[src/rtl/uart_alu_if_if.sv]
// Bundles the byte-level UART/ALU handshake signals of uart_alu_if.
// The slave modport is the frame controller; the master modport is the surrounding UART and ALU.
interface uart_alu_if_if #(
    parameter int NB_DATA = 8,
    parameter int NB_OP   = 6
);
    logic [NB_DATA-1:0] i_rx_data;
    logic               i_rxdone;
    logic [NB_DATA-1:0] i_alu_result;
    logic               i_tx_done;
    logic [NB_DATA-1:0] o_data_a;
    logic [NB_DATA-1:0] o_data_b;
    logic [NB_OP-1:0]   o_op;
    logic [NB_DATA-1:0] o_tx_data;
    logic               o_tx_start;
    logic               o_busy;
    logic               o_error;

    modport slave (
        input  i_rx_data, i_rxdone, i_alu_result, i_tx_done,
        output o_data_a, o_data_b, o_op, o_tx_data, o_tx_start, o_busy, o_error
    );

    modport master (
        output i_rx_data, i_rxdone, i_alu_result, i_tx_done,
        input  o_data_a, o_data_b, o_op, o_tx_data, o_tx_start, o_busy, o_error
    );
endinterface

[src/rtl/uart_alu_if.sv]
// Collects operand A, operand B and opcode bytes from a UART receiver, then sends the ALU result back.
// Frames abort with a one-cycle error pulse on an unknown opcode or when the link goes idle too long.
module uart_alu_if #(
    parameter int NB_DATA     = 8,
    parameter int NB_OP       = 6,
    parameter int TIMEOUT_CYC = 1000000,
    parameter int NB_TIMEOUT  = 20
) (
    input logic           clk,
    input logic           i_rst_n,
    uart_alu_if_if.slave  bus
);

    typedef enum logic [2:0] {
        WAIT_A,
        WAIT_B,
        WAIT_OP,
        SEND,
        WAIT_TX
    } state_t;

    // The abort is registered on the edge where the count would reach TIMEOUT_CYC-1.
    localparam logic [NB_TIMEOUT-1:0] TO_LAST = NB_TIMEOUT'(TIMEOUT_CYC - 2);

    state_t              state, state_next;
    logic [NB_TIMEOUT-1:0] cnt, cnt_next, cnt_inc;
    logic [NB_DATA-1:0]  data_a, data_a_next;
    logic [NB_DATA-1:0]  data_b, data_b_next;
    logic [NB_OP-1:0]    op, op_next;
    logic [NB_DATA-1:0]  tx_data, tx_data_next;
    logic                tx_start, tx_start_next;
    logic                error, error_next;
    logic                timeout;
    logic [NB_OP-1:0]    rx_op;

    function automatic logic op_valid(input logic [NB_OP-1:0] code);
        case (code)
            NB_OP'(6'b100000), NB_OP'(6'b100010), NB_OP'(6'b100100),
            NB_OP'(6'b100101), NB_OP'(6'b100110), NB_OP'(6'b100111),
            NB_OP'(6'b000011), NB_OP'(6'b000010): op_valid = 1'b1;
            default:                              op_valid = 1'b0;
        endcase
    endfunction

    assign rx_op   = bus.i_rx_data[NB_OP-1:0];
    assign cnt_inc = (cnt == '1) ? cnt : cnt + 1'b1;
    assign timeout = (cnt == TO_LAST);

    always_comb begin
        state_next    = state;
        cnt_next      = '0;
        data_a_next   = data_a;
        data_b_next   = data_b;
        op_next       = op;
        tx_data_next  = tx_data;
        tx_start_next = 1'b0;
        error_next    = 1'b0;
        case (state)
            WAIT_A: begin
                if (bus.i_rxdone) begin
                    data_a_next = bus.i_rx_data;
                    state_next  = WAIT_B;
                end
            end
            WAIT_B: begin
                if (bus.i_rxdone) begin
                    data_b_next = bus.i_rx_data;
                    state_next  = WAIT_OP;
                end else if (timeout) begin
                    error_next = 1'b1;
                    state_next = WAIT_A;
                end else begin
                    cnt_next = cnt_inc;
                end
            end
            WAIT_OP: begin
                if (bus.i_rxdone) begin
                    if (op_valid(rx_op)) begin
                        op_next    = rx_op;
                        state_next = SEND;
                    end else begin
                        error_next = 1'b1;
                        state_next = WAIT_A;
                    end
                end else if (timeout) begin
                    error_next = 1'b1;
                    state_next = WAIT_A;
                end else begin
                    cnt_next = cnt_inc;
                end
            end
            SEND: begin
                tx_data_next  = bus.i_alu_result;
                tx_start_next = 1'b1;
                state_next    = WAIT_TX;
            end
            WAIT_TX: begin
                if (bus.i_tx_done) begin
                    state_next = WAIT_A;
                end else if (timeout) begin
                    error_next = 1'b1;
                    state_next = WAIT_A;
                end else begin
                    cnt_next = cnt_inc;
                end
            end
            default: state_next = WAIT_A;
        endcase
    end

    always_ff @(posedge clk or negedge i_rst_n) begin
        if (!i_rst_n) begin
            state    <= WAIT_A;
            cnt      <= '0;
            data_a   <= '0;
            data_b   <= '0;
            op       <= '0;
            tx_data  <= '0;
            tx_start <= 1'b0;
            error    <= 1'b0;
        end else begin
            state    <= state_next;
            cnt      <= cnt_next;
            data_a   <= data_a_next;
            data_b   <= data_b_next;
            op       <= op_next;
            tx_data  <= tx_data_next;
            tx_start <= tx_start_next;
            error    <= error_next;
        end
    end

    assign bus.o_data_a   = data_a;
    assign bus.o_data_b   = data_b;
    assign bus.o_op       = op;
    assign bus.o_tx_data  = tx_data;
    assign bus.o_tx_start = tx_start;
    assign bus.o_error    = error;
    assign bus.o_busy     = (state != WAIT_A);

endmodule

[src/flat_wrapper.sv]
// flat-port wrapper written by rule: the top's interface ports become plain ports
module uart_alu_if_flat 
#(
    parameter int NB_DATA     = 8,
    parameter int NB_OP       = 6,
    parameter int TIMEOUT_CYC = 1000000,
    parameter int NB_TIMEOUT  = 20
)
  (clk, i_rst_n, bus_i_rx_data, bus_i_rxdone, bus_i_alu_result, bus_i_tx_done, bus_o_data_a, bus_o_data_b, bus_o_op, bus_o_tx_data, bus_o_tx_start, bus_o_busy, bus_o_error);
  uart_alu_if_if #(.NB_DATA(NB_DATA), .NB_OP(NB_OP)) bus_i ();
  input logic clk;
  input logic i_rst_n;
  input wire logic [$bits(bus_i.i_rx_data)-1:0] bus_i_rx_data;
  input wire logic [$bits(bus_i.i_rxdone)-1:0] bus_i_rxdone;
  input wire logic [$bits(bus_i.i_alu_result)-1:0] bus_i_alu_result;
  input wire logic [$bits(bus_i.i_tx_done)-1:0] bus_i_tx_done;
  output wire logic [$bits(bus_i.o_data_a)-1:0] bus_o_data_a;
  output wire logic [$bits(bus_i.o_data_b)-1:0] bus_o_data_b;
  output wire logic [$bits(bus_i.o_op)-1:0] bus_o_op;
  output wire logic [$bits(bus_i.o_tx_data)-1:0] bus_o_tx_data;
  output wire logic [$bits(bus_i.o_tx_start)-1:0] bus_o_tx_start;
  output wire logic [$bits(bus_i.o_busy)-1:0] bus_o_busy;
  output wire logic [$bits(bus_i.o_error)-1:0] bus_o_error;
  assign bus_i.i_rx_data = bus_i_rx_data;
  assign bus_i.i_rxdone = bus_i_rxdone;
  assign bus_i.i_alu_result = bus_i_alu_result;
  assign bus_i.i_tx_done = bus_i_tx_done;
  assign bus_o_data_a = bus_i.o_data_a;
  assign bus_o_data_b = bus_i.o_data_b;
  assign bus_o_op = bus_i.o_op;
  assign bus_o_tx_data = bus_i.o_tx_data;
  assign bus_o_tx_start = bus_i.o_tx_start;
  assign bus_o_busy = bus_i.o_busy;
  assign bus_o_error = bus_i.o_error;
  uart_alu_if #(.NB_DATA(NB_DATA), .NB_OP(NB_OP), .TIMEOUT_CYC(TIMEOUT_CYC), .NB_TIMEOUT(NB_TIMEOUT)) u_core (.clk(clk), .i_rst_n(i_rst_n), .bus(bus_i));
endmodule
[config.mk]
export PLATFORM = sky130hd
export DESIGN_NAME = uart_alu_if_flat
export DESIGN_NICKNAME = d
export VERILOG_FILES = /design/src/rtl/uart_alu_if_if.sv /design/src/rtl/uart_alu_if.sv /design/src/flat_wrapper.sv
export SDC_FILE = /design/constraint.sdc
export NUM_CORES = 1
export LEC_CHECK = 0
export ABC_AREA = 1
export CAP_MARGIN = 20
export CORE_MARGIN = 1.5
export CORE_UTILIZATION = 49
export DETAILED_ROUTE_END_ITERATION = 8
export PLACE_DENSITY = 0.85
export SYNTH_ARGS = -nofsm -noshare
export SYNTH_HDL_FRONTEND = slang
export SYNTH_SLANG_ARGS = --single-unit
[constraint.sdc]
create_clock -name clk -period 5.5 [get_ports clk]
set_clock_uncertainty 0.2 [all_clocks]
set_input_delay 1.1 -clock clk [delete_from_list [all_inputs] [get_ports clk]]
set_output_delay 1.1 -clock clk [all_outputs]
set_load 0.1 [all_outputs]
Word-level counts from Yosys, hierarchy flattened
Cells that the tools add are included.
{ "word_totals": {"romBits": 0, "reg_bits": 55, "ram_bits": 0, "latch_bits": 0, "input_bits": 20, "n_memories": 0, "output_inout_bits": 33} }
{ "classes": {"eq_ne": 15, "n_addsub": 1, "n_div": 0, "shifts": 0, "n_mux": 22, "n_reduce_logical": 7, "n_mul": 0, "magnitude_cmp": 0, "bitwise": 0} }
{ "ops": {"columns": ["op", "count"], "rows": [
  ["$mux W20", 4],
  ["$eq A20 B20 Y1 const B", 2],
  ["$pmux W20 S2", 1],
  ["$eq A6 B6 Y1 const B", 6],
  ["$add A20 B1 Y20 const B", 1],
  ["$mux W3", 5],
  ["$pmux W3 S5", 1],
  ["$eq A6 B2 Y1 const B", 2],
  ["$mux W1", 9],
  ["$reduce_or A8 Y1", 1],
  ["$eq A3 B2 Y1 const B", 2],
  ["$reduce_and A2 Y1", 2],
  ["$eq A3 B1 Y1 const B", 1],
  ["$eq A3 B3 Y1 const B", 1],
  ["$logic_not A3 Y1", 1],
  ["$pmux W1 S3", 1],
  ["$reduce_and A3 Y1", 1],
  ["$reduce_bool A3 Y1", 1],
  ["$mux W2", 1],
  ["$ne A2 B2 Y1 const B", 1],
  ["$reduce_or A2 Y1", 1]
]} }

Depth between registers and ports, before layout
{ "depth": {"depth_word": 8, "depth_mapped": 10} }

Worst setup path before layout
OpenSTA, ideal clock, no wires.
{ "synth_timing": {"kind": "flip-flop to output port", "start": "register u_core.state[1]", "end": "output port bus_o_busy", "required_ns": 4.200, "path_buffers": 0, "path_slack_ns": 2.981, "arrival_ns": 1.219, "path_stages_with_launch": 5, "path_cell_list": "dfrtp_1 -> inv_1 -> nand2_1 -> nor2_1 -> inv_1"} }
{ "synth_via": {"elab_chain_cells": 1} }
{ "synth_rtl": {"columns": ["item", "line_no", "rtl"], "rows": [
  ["start: declaration", "uart_alu_if.sv:25", "state_t state, state_next;"],
  ["start signal: assignment", "uart_alu_if.sv:122", "state <= state_next;"],
  ["$reduce_bool A3 Y1", "uart_alu_if.sv:139", "assign bus.o_busy = (state != WAIT_A);"],
  ["end: declaration", "flat_wrapper.sv:22", "output wire logic [$bits(bus_i.o_busy)-1:0] bus_o_busy;"]
]} }
No other way between the ends.

Final worst setup path
Ends and elaborated chain as after synthesis.

==> impl_metrics.ini <==
[finish]
final_cells = 510
num-fill-cells = 482
n_antenna_cell = 0
syn2layout_area_growth_pct = 23.5
utilization = 0.637
drive_above_1_share = 0.0753
fin_nets = 459

[grt]
antenna_found_initial = 0
track_usage = 0.228
grt_start_max_net_pins = 56
overflow = 0
grt_pass1_vias = 2567
grt_pass1_wl_um = 11300

[worst_setup_path]
worstPathArrival_ns = 2.24
cp_cell_sequence = inv_1 > nand2_1 > nor2_1 > inv_1 > clkdlybuf4s50_1
cp_slowest_cell = clkdlybuf4s50_1
critPathLaunchType = flop
required_ns = 4.20
cpMostUsedCell = inv_1
crit_fanout = 4
r2r_cells = 7
cpPeakStageDelay_ns = 1.14
startpoint = u_core.state[1]$_DFFE_PN0P_
timing.rr.end = u_core.cnt[12]$_DFF_PN0_
rrSetupSlack_ns = 3.42
path_class = flop to primary output
critPathCaptureType = primary output
r2r-start = u_core.cnt[0]$_DFF_PN0_

[logic_synthesis]
yosys_warnings = 0
yosys.area.top_type_share = 0.479
ys.flop_type = dfrtp_1
seq_area_frac_synth = 0.479
synth_edf_count = 0
syn_area_sq_mm = 0.00288
synth_cell_types = 30
synthCells = 382
async_reset_ff_frac = 1.00
synth_nets = 404
ys_top_cells_by_area = dfrtp_1 48%, nand2_1 16%, nand3_1 6.8%
synth_top_area_cell = dfrtp_1
synth-seq-cells = 55
synth.avg_cell_area_sq_um = 7.53

[placed_design]
place_congestion = 0.939
dp_hpwl_um = 4970
dp.cells = 502
io_buffers = 52

[status]
status = finished, final reports clean

[route]
viasPerCell = 5.22
via_count = 2664
routedWlPerCell_um = 13.1
wirelength_um = 6700
dr.pass1.iters = 4
drtAntennaViolNets = 0
drt_iter0_markers = 162
drc = 0

[cts]
numCtsBuffers = 5
post_cts_resized = 0
cts.sinks = 55
clock_latency_ns = 0.32
cts_tree = done
hold_buffers = 0
clockBufferDepth = 2
cts.htree.levels = 2
post_cts_buffers = 0
cts-root-buf = clkbuf_8
clk_pin_slew_ns = 0.10

[floorplan]
die_area_sq_mm = 0.00634
pin_count = 53
initial_utilization = 0.516
core-area_sq_mm = 0.00557
dieHeight_um = 79.6
rows = 27
die_w_um = 79.6

[power]
clkPwrFrac = 0.111
switchingPower_w = 0.00130
ir_drop_v = 0.000797
pwr-share-comb = 0.613
p_total_w = 0.00220
netSwitchingFraction = 0.592
p_leak_nw = 1.72
sequentialPowerShare = 0.275
powerDensity_mw_per_mm2 = 620
intPower_w = 0.000898

[timing]
hold_viol_final = 0
finalMaxSlewViolations = 0
min_period_ns = 3.54
setup_viol = 0
period_share = 0.643
max_slew_margin = 0.329
rsz0062_at_grt = false
fmax_mhz = 283
worstMarginPinSlew_ns = 1.00
final.setup.tns_ns = 0

[min_path]
holdPathStages = 2
hold_path.class = flop to flop
holdPathEnd = u_core.bus.o_tx_data[5]$_DFFE_PN0P_
hp-start = u_core.bus.o_tx_data[5]$_DFFE_PN0P_

[run]
max_cap_viol_count = 0
[cells by family (layout without fill, tap and decap cells)]
kind of cell               count (synthesis)  after routing  share of synthesized area
AOI/OAI and AO/OA                         33             33                     0.0592
adders and majority gates                  2              2                    0.00870
and+or+nand+nor                          239            239                      0.378
DFF                                       55             55                      0.479
buffers and inverters                     53            109                     0.0753
[synthesized netlist by cell type, types with 2 or more instances]
cell and count:
clkinv_1 2, buf_6 2, ha_1 2, nor2_1 46, dfrtp_1 55, nor2_2 3
inv_2 8, nor3_2 2, nor2_4 3, buf_2 2, nor3_1 2, a21oi_1 9
nand2_1 119, o21ai_0 21, nand3_1 39, inv_1 38, nand4_1 13, nand3b_1 3
nand3_2 2
[cells in the final DEF, fill, tap and decap left out, drive strengths merged]
| master | n |
|---|---|
| nand2 | 120 |
| dfrtp | 55 |
| nor2 | 52 |
| clkdlybuf4s50 | 51 |
| inv | 49 |
| nand3 | 42 |
| o21ai | 22 |
| nand4 | 13 |
| a21oi | 10 |
| clkbuf | 5 |
| nor3 | 5 |
| nand3b | 3 |
| clkinv | 2 |
| ha | 2 |
| or2 | 2 |
| buf | 2 |
| nor3b | 1 |
| and2 | 1 |
| o22ai | 1 |
[area by class of cell]
type / instances / area (sq um) / area share
clock buffers: 5 / 68.8 / 0.0194
clock inverters: 3 / 28.8 / 0.00811
inverters: 48 / 180 / 0.0508
multi-input cells: 274 / 1280 / 0.361
flip-flops and latches: 55 / 1380 / 0.388
well taps: 72 / 90.1 / 0.0254
repair buffers: 53 / 523 / 0.147
[worst max-delay path, delay by kind of cell (launching register included)]
kind / cells / cell delay, ns
simple gates: 2 / 0.21
flops: 1 / 0.40
buf+inv: 3 / 1.31
[power by group through the flow]
| stage | Combinational (W) | Sequential [W] | Clock, W |
|---|---|---|---|
| 2_1_floorplan | 0.000265 | 0.00137 | 0 |
| 3_3_place_gp | 0.00133 | 0.000606 | 0 |
| 3_5_place_dp | 0.00135 | 0.000607 | 0 |
| 4_1_cts | 0.00136 | 0.000604 | 0.000251 |
| 5_1_grt | 0.00141 | 0.000620 | 0.000266 |
| 6_report | 0.00135 | 0.000605 | 0.000245 |
[state kept, by name, indices dropped and copies added, names as in the netlist]
register,flops
u_core.state,3
u_core.bus.o_tx_data,8
u_core.bus.o_data_b,8
u_core.bus.o_tx_start,1
u_core.bus.o_error,1
u_core.cnt,20
u_core.bus.o_op,6
u_core.bus.o_data_a,8
[stage by stage]
stage          hold slack (ns)  cell area [sq um]  setup WS, ns
2_1_floorplan            0.321               2880          2.98
4_1_cts                  0.283               3550          1.95
5_1_grt                  0.308               3550          1.84
6_report                 0.281               3550          1.96
3_3_place_gp             0.253               3450          2.36
3_5_place_dp             0.258               3450          2.32
[worst max-delay path by stage]
stage	end	depth (start not counted)
after global placement	bus_o_busy	5
after floorplan	bus_o_busy	4
after detailed placement	bus_o_busy	5
final	bus_o_busy	5
after global routing	bus_o_busy	5
after CTS	bus_o_busy	5
[layer usage]
layer	track usage	vias to the layer above	part of all wire
met3	0.0640	8	0.069
met2	0.385	77	0.48
met1	0.279	1255	0.44
met4	0.0789	0	0.012
met5	0	-	0
li1	-	1324	-
(Power assumes the default switching activity.)
